## config.mk

```make
export PLATFORM = sky130hd
export DESIGN_NAME = seg7_scan_ctrl
export DESIGN_NICKNAME = d
export VERILOG_FILES = /design/src/rtl/seg7_pkg.sv /design/src/rtl/seg7_hex_decode.sv /design/src/rtl/seg7_scan_ctrl.sv
export SDC_FILE = /design/constraint.sdc
export NUM_CORES = 1
export LEC_CHECK = 0
export CORE_UTILIZATION = 35
export CTS_CLUSTER_SIZE = 28
export DETAILED_ROUTE_END_ITERATION = 7
export DONT_BUFFER_PORTS = 1
export HOLD_SLACK_MARGIN = 0.15
export PLACE_DENSITY_LB_ADDON = 0.25
export REMOVE_ABC_BUFFERS = 1
export SYNTH_ARGS = -nofsm -noshare
export SYNTH_HDL_FRONTEND = slang
export SYNTH_HIERARCHICAL = 1
export SYNTH_SLANG_ARGS = --single-unit
```

## constraint.sdc

```tcl
create_clock -name clk_in -period 4.3 [get_ports clk_in]
set_input_delay 0.43 -clock clk_in [delete_from_list [all_inputs] [get_ports clk_in]]
set_output_delay 0.43 -clock clk_in [all_outputs]
set_load 0.01 [all_outputs]
```

## src/rtl/seg7_pkg.sv

```systemverilog
// Shared types and constants for the seven-segment scan controller.
// Segment patterns are {g,f,e,d,c,b,a}, active-low, indexed by nibble value.
package seg7_pkg;

    typedef enum logic {
        BLANK = 1'b0,
        DRIVE = 1'b1
    } seg7_state_e;

    localparam int NUM_DIGITS = 8;
    localparam logic [7:0] SEG_OFF = 8'hFF;

    // Entry 15 first so that SEG_PAT[n] is the pattern for nibble n.
    localparam logic [15:0][6:0] SEG_PAT = {
        7'h0E, 7'h06, 7'h21, 7'h46, 7'h03, 7'h08, 7'h10, 7'h00,
        7'h78, 7'h02, 7'h12, 7'h19, 7'h30, 7'h24, 7'h79, 7'h40
    };

endpackage

```

## src/rtl/seg7_hex_decode.sv

```systemverilog
// Combinational nibble to active-low seven-segment pattern {g..a}.
module seg7_hex_decode
    import seg7_pkg::*;
(
    input  logic [3:0] nib_i,
    output logic [6:0] pat_o
);

    assign pat_o = SEG_PAT[nib_i];

endmodule

```

## src/rtl/seg7_scan_ctrl.sv

```systemverilog
// Eight-digit seven-segment scan controller with frame-aligned shadow update.
// Define SEG7_LZB_EN to blank leading-zero digits (digit 0 is always shown).
module seg7_scan_ctrl
    import seg7_pkg::*;
#(
    parameter int DIGIT_CYC = 50000,
    parameter int BLANK_CYC = 16
) (
    input  logic        clk_in,
    input  logic        reset,
    input  logic        upd_valid,
    input  logic [31:0] upd_data,
    output logic        upd_ready,
    output logic [7:0]  o_seg,
    output logic [7:0]  o_sel,
    output logic        frame_done
);

    localparam int MAX_CYC = (DIGIT_CYC > BLANK_CYC) ? DIGIT_CYC : BLANK_CYC;
    localparam int CW      = (MAX_CYC > 1) ? $clog2(MAX_CYC) : 1;

    seg7_state_e state_q, state_d;
    logic [CW-1:0] cnt_q, cnt_d;
    logic [2:0]    idx_q, idx_d;
    logic [31:0]   disp_q, disp_d;
    logic [31:0]   shadow_q, shadow_d;
    logic          shadow_full_q, shadow_full_d;
    logic [7:0]    sel_q, sel_d;
    logic [7:0]    seg_q, seg_d;
    logic          frame_done_q, frame_done_d;
    logic [3:0]    nib;
    logic [6:0]    pat;

`ifdef SEG7_LZB_EN
    logic [7:0]    blank_mask;

    // Bit i set when nibbles i..7 are all zero; digit 0 never blanks.
    function automatic logic [7:0] lzb_mask(input logic [31:0] v);
        logic [7:0] m;
        logic       zero_above;
        m          = '0;
        zero_above = 1'b1;
        for (int i = NUM_DIGITS - 1; i >= 1; i--) begin
            zero_above = zero_above && (v[4*i +: 4] == 4'h0);
            m[i]       = zero_above;
        end
        return m;
    endfunction
`endif

    assign upd_ready  = ~shadow_full_q;
    assign o_seg      = seg_q;
    assign o_sel      = sel_q;
    assign frame_done = frame_done_q;

    always_comb begin
        state_d = state_q;
        cnt_d   = cnt_q + 1'b1;
        idx_d   = idx_q;
        case (state_q)
            BLANK: begin
                if (cnt_q == CW'(BLANK_CYC - 1)) begin
                    state_d = DRIVE;
                    cnt_d   = '0;
                end
            end
            DRIVE: begin
                if (cnt_q == CW'(DIGIT_CYC - 1)) begin
                    state_d = BLANK;
                    cnt_d   = '0;
                    idx_d   = idx_q + 3'd1;
                end
            end
            default: begin
                state_d = BLANK;
                cnt_d   = '0;
            end
        endcase
    end

    // Commit needs a full shadow and transfer needs an empty one, so they never collide.
    always_comb begin
        disp_d        = disp_q;
        shadow_d      = shadow_q;
        shadow_full_d = shadow_full_q;
        if (frame_done_q && shadow_full_q) begin
            disp_d        = shadow_q;
            shadow_full_d = 1'b0;
        end
        if (upd_valid && upd_ready) begin
            shadow_d      = upd_data;
            shadow_full_d = 1'b1;
        end
    end

    assign nib = disp_d[{idx_d, 2'b00} +: 4];

    seg7_hex_decode u_dec (
        .nib_i (nib),
        .pat_o (pat)
    );

    // Outputs are registered from next-state so they change with the state itself.
    always_comb begin
        sel_d        = SEG_OFF;
        seg_d        = SEG_OFF;
        frame_done_d = 1'b0;
`ifdef SEG7_LZB_EN
        blank_mask   = lzb_mask(disp_d);
`endif
        if (state_d == DRIVE) begin
            sel_d = ~(8'b1 << idx_d);
            seg_d = {1'b1, pat};
`ifdef SEG7_LZB_EN
            if (blank_mask[idx_d]) begin
                seg_d = SEG_OFF;
            end
`endif
            frame_done_d = (idx_d == 3'(NUM_DIGITS - 1)) && (cnt_d == CW'(DIGIT_CYC - 1));
        end
    end

    always_ff @(posedge clk_in) begin
        if (reset) begin
            state_q       <= BLANK;
            cnt_q         <= '0;
            idx_q         <= '0;
            disp_q        <= '0;
            shadow_q      <= '0;
            shadow_full_q <= 1'b0;
            sel_q         <= SEG_OFF;
            seg_q         <= SEG_OFF;
            frame_done_q  <= 1'b0;
        end else begin
            state_q       <= state_d;
            cnt_q         <= cnt_d;
            idx_q         <= idx_d;
            disp_q        <= disp_d;
            shadow_q      <= shadow_d;
            shadow_full_q <= shadow_full_d;
            sel_q         <= sel_d;
            seg_q         <= seg_d;
            frame_done_q  <= frame_done_d;
        end
    end

endmodule

```

After elaboration in Yosys (flattened, before gate mapping)
Memory sizes are Yosys's and may differ from the RTL's. A register that Yosys moved wholly into a read port is not among the register bits.
Index checks and enable logic that the tools add are counted.
{"block": "totals", "register_bits": 95, "mem_bits_ro": 112, "inputBits": 35, "output_inout_bits": 18, "wordCells": 38, "memories": 1}
{"memory": "(name not given)", "words": 16, "width": 7, "read_ports": 1, "rd_clocked_by_memory_dff": 1, "write_ports": 0, "line": "seg7_hex_decode.sv:9", "source": "assign pat_o = SEG_PAT[nib_i];"}
{"block": "classes", "n_addsub": 2, "n_eq_ne": 4, "shift": 2, "mux": 11, "bitwise_logic": 4, "n_reduce_logical": 5}
{"operator": "$eq A16 B16 Y1 const B", "count": 2}
{"operator": "$mux W16", "count": 2}
{"operator": "$mux W32", "count": 1}
{"operator": "$pmux W16 S2", "count": 1}
{"operator": "$shiftx A32 B6 Y4", "count": 1}
{"operator": "$add A16 B1 Y16 const B", "count": 1}
{"operator": "$eq A16 B4 Y1 const B", "count": 1}
{"operator": "$not A8 Y8", "count": 1}
{"operator": "$shl A1 B3 Y8 const A", "count": 1}
{"operator": "$mux W3", "count": 2}
{"operator": "$mux W1", "count": 4}
{"operator": "$add A3 B1 Y3 const B", "count": 1}
{"operator": "$eq A3 B3 Y1 const B", "count": 1}
{"operator": "$logic_and A1 B1 Y1", "count": 3}
{"operator": "$not A1 Y1", "count": 3}
{"operator": "$pmux W1 S2", "count": 1}
{"operator": "$reduce_bool A2 Y1", "count": 1}
{"operator": "$reduce_or A2 Y1", "count": 1}

Logic depth before layout (Yosys ltp)
Gate-level depths: netlist of the first run.
{"block": "logic_depth", "word_depth": 5, "ltp_mapped": 13, "depth_no_buf": 13}

By module
Netlist of the first run, hierarchy kept.
{"module": "seg7_scan_ctrl", "instances": 1, "cells_per_inst": 487, "area_per_inst_um2": 4396.7, "seq_area_each_um2": 2021.9}
{"module": "seg7_hex_decode", "instances": 1, "cells_per_inst": 35, "area_per_inst_um2": 271.5, "seq_area_each_um2": 0.0}

Least setup slack after synthesis of the first run
Ideal clock, no wire load.
{"block": "synth_path", "path_kind": "register -> register", "from": "reg cnt_q[0]", "to": "reg seg_q[3] (netlist: o_seg[3])", "setup_time_ps": 126, "arrival_time_ps": 3144, "t_required_ps": 4174, "slack_ps": 1030, "path_stages_with_launch": 14, "n_path_buf": 0, "period_less_slack_ps": 3270, "path_cell_list": "dfxtp_1 > ha_1 > nand3_1 > or4_4 > or4_1 > o311ai_1 > o31ai_1 > a21oi_1 > inv_1 > ha_1 > nand2_1 > a21oi_1 > a31oi_1 > nand2b_1"}
{"block": "synth_via", "elab_cells_between_ends": 10, "classes_between": "2 x eq/ne; 1 x shift; 5 x mux; 1 x bitwise; 1 x reduce/logical"}
{"element": "start: declaration", "line": "seg7_scan_ctrl.sv:23", "source": "logic [CW-1:0] cnt_q, cnt_d;"}
{"element": "start signal: assignment", "line": "seg7_scan_ctrl.sv:136", "source": "cnt_q <= cnt_d;"}
{"element": "$eq A16 B16 Y1", "line": "seg7_scan_ctrl.sv:68", "source": "if (cnt_q == CW'(DIGIT_CYC - 1)) begin"}
{"element": "$mux W3", "line": "seg7_scan_ctrl.sv:68"}
{"element": "$mux W3", "line": "seg7_scan_ctrl.sv:60", "source": "case (state_q)"}
{"element": "$shiftx A32 B6 Y4", "line": "seg7_scan_ctrl.sv:96", "source": "assign nib = disp_d[{idx_d, 2'b00} +: 4];"}
{"element": "named net nib[0]", "line": "seg7_scan_ctrl.sv:31", "source": "logic [3:0] nib;"}
{"element": "end: declaration", "line": "seg7_scan_ctrl.sv:29", "source": "logic [7:0] seg_q, seg_d;"}
The timed path passes the listed nets, and every way through them passes these cells.
A chain may end at the register's enable or synchronous reset.

Worst setup path after layout of the first run
Same ends and word-level chain as after synthesis.

==> results.json, run 1 <==
{
  "comb_power_share_pct": 3.6,
  "drive_gt1_share_pct": 10.9,
  "fin_skew_ns": 0.00868,
  "pwr-share-seq_pct": 51.0,
  "drcViolationCount": 0,
  "seq_area_frac_synth_pct": 43.3,
  "drt_iter0_drc": 205,
  "clockRootBuffer": "clkbuf_16",
  "netlist_instances": 522,
  "slew_viol_final": 0,
  "clkLatencyLatePin_ns": 0.34,
  "synth_edf_count": 0,
  "ys_types": 68,
  "hold_viol": 0,
  "post-dp-hpwl_um": 6930,
  "cp.required_ns": 4.53,
  "peakVddDrop_mv": 0.233,
  "initial_core_util_pct": 36.4,
  "rr_worst_depth": 13,
  "p_int_w": 0.00149,
  "start_kind": "flop",
  "multi_input_area_um2": 2430,
  "post_cts_buffers": 0,
  "seqCellArea_um2": 2020,
  "rr_endpoint": "o_seg[3]",
  "cts.path.max_buffers": 2,
  "powerDensity_nw_per_um2": 370,
  "path_clk_slew_ns": 0.07,
  "viasPerCell": 5.04,
  "period_needed_ns": 3.70,
  "cts.sinks": 101,
  "die_w_um": 117,
  "fp-row-count": 41,
  "criticalPathCategory": "reg2reg",
  "wl_um": 10400,
  "wl_per_cell_um": 15.0,
  "stdcell_count": 693,
  "cp_max_fo": 8,
  "first_pass_iters": 4,
  "critPathArrivalTime_ns": 3.93,
  "hold_end": "disp_q[25]",
  "fmax_mhz": 270,
  "hold_class": "in2reg",
  "power.clock.fraction_pct": 45.4,
  "switching_share_pct": 21.5,
  "grtUsageTotal_pct": 15.9,
  "finalWeightedCongestion": 0.814,
  "async_reset_ff_share_pct": 0,
  "htree_num_levels": 3,
  "vias": 3496,
  "pin_count": 53,
  "cts_tree": "built",
  "finalSetupTns_ns": 0,
  "power.switching_w": 0.000410,
  "holdCritStartpoint": "reset",
  "nets": 560,
  "outcome": "complete, no violations",
  "coreArea_um2": 12800,
  "ys_ff_latch": 101,
  "worst_setup_path_end_kind": "flop",
  "diodes": 0,
  "grt_max_degree": 37,
  "dpl.cell_count": 671,
  "r2r_start": "cnt_q[0]",
  "synthesis.area_um2": 4670,
  "p_leak_nw": 2.03,
  "portBuffers": 0,
  "finalCritPeriodShare_pct": 86.0,
  "slew_headroom_pct": 24.2,
  "fill_cells": 1328,
  "hold_path_depth": 1,
  "tightest_slew_ns": 1.13,
  "syn_avg_cell_area_um2": 8.94,
  "antenna_found_initial": 0,
  "grt_pass1_vias": 3423,
  "syn2layout_area_growth_pct": 10.2,
  "die_height_um": 117,
  "rsz0062_at_grt": "false",
  "ant_nets": 0,
  "setup_viol": 0,
  "cap_viol_max_count": 0,
  "cts_made_buffers": 9,
  "yosys_warnings": 6,
  "grt_pass1_wl_um": 17500,
  "synth_ff_type": "dfxtp_1",
  "gr-total-overflow": 0,
  "dieArea_um2": 13800,
  "rrSetupSlack_ns": 0.60
}
[worst max-delay path, stage by stage (launching register included)]
cell and delay (ns):
dfxtp_1 0.42, ha_1 0.26, nand3_1 0.19, nor4_4 0.48, nand3_1 0.27, o22ai_1 0.42, a221oi_1 0.16, a21oi_1 0.45
inv_1 0.19, ha_1 0.32, nand2_1 0.06, a21oi_1 0.17, a31oi_1 0.05, nand2b_1 0.14
[stage by stage]
stage | area [µm²] | power (W) | util, % | worst slack (ns) | hold slack (ns)
final | 5140 | 0.00190 | 40.1 | 0.601 | 0.167
after floorplan | 4480 | 0.00103 | - | 0.807 | 0.426
after CTS | 5140 | 0.00193 | 40.1 | 0.612 | 0.155
after global routing | 5140 | 0.00198 | 40.1 | 0.242 | 0.156
after detailed placement | 4750 | 0.00104 | 37.0 | 0.628 | 0.440
after global placement | 4750 | 0.00104 | 37.0 | 0.786 | 0.439
[logic make-up after synthesis]
kind of cell	synth area share, %
compound gates	13.2
xor+xnor	3.78
fa+ha+maj	2.41
buf+inv	4.74
flops	43.3
mux	9.89
other cells	0.0803
simple gates	22.5
[routing by layer]
layer  track usage, %  vias up  share of wire [%]
li1                 -     1792                  -
met1             21.9     1622                 49
met2             25.0       80                 46
met3             3.63        2                4.7
met4             4.33        0               0.47
met5                0        -                  0
[cell usage after synthesis (4+ instances only)]
cell type / number / area share (%)
nand2_1: 88 / 7.1
xnor2_1: 12 / 2.3
inv_1: 7 / 0.56
nand4_1: 4 / 0.54
xor2_1: 5 / 0.94
a21oi_1: 47 / 5.0
clkbuf_1: 19 / 1.5
and3_1: 10 / 1.3
mux2i_1: 27 / 5.8
o22ai_1: 8 / 1.1
nand3_1: 11 / 1.2
ha_1: 9 / 2.4
o21ai_0: 8 / 0.86
clkbuf_8: 4 / 1.2
dfxtp_1: 101 / 43
nor2b_1: 11 / 1.5
nor3_1: 7 / 0.75
nor2_1: 44 / 3.5
mux2_2: 15 / 3.6
nand2b_1: 15 / 2.0
[power by group through the flow]
stage / registers (W) / logic [W] / clock network (W)
after floorplan: 0.000987 / 0.0000391 / 0
after global placement: 0.000991 / 0.0000494 / 0
after detailed placement: 0.000992 / 0.0000512 / 0
after CTS: 0.000970 / 0.0000701 / 0.000890
after global routing: 0.000972 / 0.0000793 / 0.000930
final: 0.000970 / 0.0000683 / 0.000863
[what timing repair did]
item                                   CTS  global route
resized for setup                        0             0
hold buffers                             6             0
endpoints found under the hold margin   36             0
[registers in the layout, summed over array words and instances (netlist names)]
register,count
disp_q,32
shadow_q,32
frame_done,1
o_seg,7
o_sel,8
shadow_full_q,1
cnt_q,16
idx_q,3
state_q,1
[how the worst max path moves through the flow]
stage / startpoint / to / slack, ns / depth (start not counted)
2_1_floorplan: frame_done / o_seg[0] / 0.81 / 10
3_3_place_gp: cnt_q[0] / o_seg[3] / 0.79 / 13
3_5_place_dp: cnt_q[0] / o_seg[3] / 0.63 / 13
4_1_cts: cnt_q[0] / o_seg[3] / 0.61 / 13
5_1_grt: cnt_q[0] / o_seg[3] / 0.24 / 13
6_report: cnt_q[0] / o_seg[3] / 0.60 / 13
[layout by cell type, fill, tap and decap left out, types with 3 or more instances in the layout]
cell type      instances
a21oi_1               47
a221oi_1               3
and3_1                10
buf_4                  7
clkbuf_16              9
dfxtp_1              101
dlygate4sd3_1          5
ha_1                   9
inv_1                  7
mux2_2                15
mux2i_1               27
nand2_1               88
nand2b_1              15
nand3_1               11
nand4_1                4
nor2_1                44
nor2b_1               10
nor3_1                 7
o211ai_1               3
o21ai_0                8
o221ai_1               3
o22ai_1                8
xnor2_1               12
xor2_1                 5
[cell type report]
type,instances,area share (%)
inverter,8,0.632
sequential,101,39.3
timing repair buffer,13,2.38
tap,172,4.18
clock buffer,9,4.38
clock inverter,7,1.92
multi-input combinational,383,47.2
Note: power is estimated with default switching activity, not from simulation.
==> run 2: changes to the inputs <==
- CTS_BUF_LIST: unset -> sky130_fd_sc_hd__clkbuf_8
==> run 2 against run 1 <==
Effect of this change:
- utilization shrank 1.1 points
- routed wire length decreased by 6.0%
- via count fell by 1.5%
- global-route usage is 0.86 points lower
- clock skew rose by 0.0087 ns
- worst setup slack lost 0.018 ns
- clock power fell by 23%
- register-to-register slack worse by 0.02 ns
- hold slack gained 0.011 ns
- largest power group unchanged
==> results.json, run 2 (synthesized netlist as in run 1, its figures left out) <==
{
  "period_needed_ns": 3.72,
  "first_pass_iters": 4,
  "path_cells": "ha_1 -> nand3_1 -> nor4_4 -> nand3_1 -> o22ai_1 -> a221oi_1 -> a21oi_1 -> inv_1 -> ha_1 -> nand2_1 -> a21oi_1 -> a31oi_1 -> nand2b_1",
  "path_buf_inv": 1,
  "rr_worst_depth": 13,
  "dpl_cell_area_um2": 4750,
  "drive_gt1_share_pct": 11.0,
  "path_clk_slew_ns": 0.10,
  "criticalPathCategory": "reg2reg",
  "dpl.cell_count": 671,
  "powerDensity_nw_per_um2": 339,
  "viasPerCell": 5.01,
  "hold_viol": 0,
  "htree_num_levels": 3,
  "peakVddDrop_mv": 0.192,
  "die_height_um": 117,
  "hold_path_depth": 2,
  "grtUsageTotal_pct": 15.1,
  "die_w_um": 117,
  "post_cts_buffers": 0,
  "initial_core_util_pct": 36.4,
  "cp_max_fo": 8,
  "crit_family": "compound AO/OA/AOI/OAI gates",
  "drt_iter0_drc": 210,
  "cap_viol_max_count": 0,
  "fp-row-count": 41,
  "cts.path.max_buffers": 2,
  "syn2layout_area_growth_pct": 7.10,
  "holdWs_ns": 0.178,
  "pin_count": 53,
  "slew_headroom_pct": 27.7,
  "post-dp-hpwl_um": 6930,
  "cts_resized": 0,
  "layout_common_cells": "dfxtp_1 (101), nand2_1 (88), a21oi_1 (47), nor2_1 (44), mux2i_1 (27)",
  "coreArea_um2": 12800,
  "holdCritStartpoint": "upd_data[21]",
  "cp.required_ns": 4.57,
  "grt_pass1_wl_um": 16700,
  "wl_um": 9770,
  "fin_skew_ns": 0.0174,
  "stdcell_count": 688,
  "gr-total-overflow": 0,
  "outcome": "complete, no violations",
  "fmax_mhz": 269,
  "finalWeightedCongestion": 0.814,
  "p_leak_nw": 1.96,
  "grt_pass1_vias": 3382,
  "drcViolationCount": 0,
  "wl_per_cell_um": 14.2,
  "p_total_w": 0.00169,
  "biggestRegsByFlops": "disp_q: 32 flops, shadow_q: 32 flops, cnt_q: 16 flops",
  "nets": 555,
  "worst_setup_path_end_kind": "flop",
  "design_area_um2": 5000,
  "diodes": 0,
  "antenna_found_initial": 0,
  "r2r_start": "cnt_q[0]",
  "hold_class": "in2reg",
  "vias": 3445,
  "cp-startpoint": "cnt_q[0]",
  "tightest_slew_ns": 1.08,
  "dieArea_um2": 13800,
  "setup_viol": 0,
  "start_kind": "flop",
  "cts.sinks": 101,
  "cp_slowest_cell": "nor4_4",
  "grt_max_degree": 70,
  "rsz0062_at_grt": "false",
  "ant_nets": 0,
  "finalSetupTns_ns": 0,
  "cp.depth": 13,
  "cpPeakStageDelay_ns": 0.47,
  "critPathArrivalTime_ns": 3.99,
  "slew_viol_final": 0,
  "finalCritPeriodShare_pct": 86.4,
  "clockRootBuffer": "clkbuf_8",
  "portBuffers": 0,
  "cts_made_buffers": 9,
  "final_common_cell": "dfxtp_1",
  "cts_tree": "built",
  "clkLatencyLatePin_ns": 0.38
}
==> run 2: cell count changes in the layout (fill, tap and decap cells not counted) <==
cell           before  now
buf_16              0    1
clkbuf_16           9    0
clkbuf_8            0    9
buf_12              1    0
dlygate4sd3_1       5    0
==> run 2: metrics by stage <==
stage | util, % | setup WS [ns]
2_1_floorplan | - | 0.807
3_3_place_gp | 37.0 | 0.786
3_5_place_dp | 37.0 | 0.628
4_1_cts | 39.0 | 0.600
5_1_grt | 39.0 | 0.220
6_report | 39.0 | 0.583
==> run 2: power breakdown <==
group / switching (W) / internal, W / leakage [nW]
sequential: 0.0000135 / 0.000956 / 0.820
clock: 0.000333 / 0.000331 / 0.110
combinational: 0.0000415 / 0.0000202 / 1.03
total: 0.000388 / 0.00131 / 1.96
==> run 2: final timing paths <==
kind	end	slack [ns]
worst min register to register	shadow_q[18]	0.46
worst max-delay path	o_seg[3]	0.58
worst max register to register	o_seg[3]	0.58
worst min-delay path	shadow_q[21]	0.18
==> run 2: what timing repair did <==
item,4_1_cts,5_1_grt
hold endpoints to repair,69,0
hold buffers,1,0
endpoints found under the setup margin,0,0
==> run 2: cell type report <==
class | count | area (µm²)
fillers | 1330 | 7830
multi-input cells | 383 | 2430
flip-flops and latches | 101 | 2020
well taps | 172 | 215
clock buffers | 9 | 124
clock inverters | 7 | 98.8
repair buffers | 8 | 80.1
inverters | 8 | 32.5
==> run 2: layer usage <==
layer	vias to the layer above	track usage, %	share of wire, %
li1	1782	-	-
met1	1592	20.5	50
met2	63	23.2	45
met3	8	3.78	4.0
met4	0	5.05	1.1
met5	-	0	0
==> run 3: changes to the inputs <==
- CTS_BUF_LIST: sky130_fd_sc_hd__clkbuf_8 -> sky130_fd_sc_hd__clkbuf_4 sky130_fd_sc_hd__clkbuf_8 sky130_fd_sc_hd__clkbuf_16
==> results of run 3 <==
Final layout, timing and power as in run 1 (identical DEF).
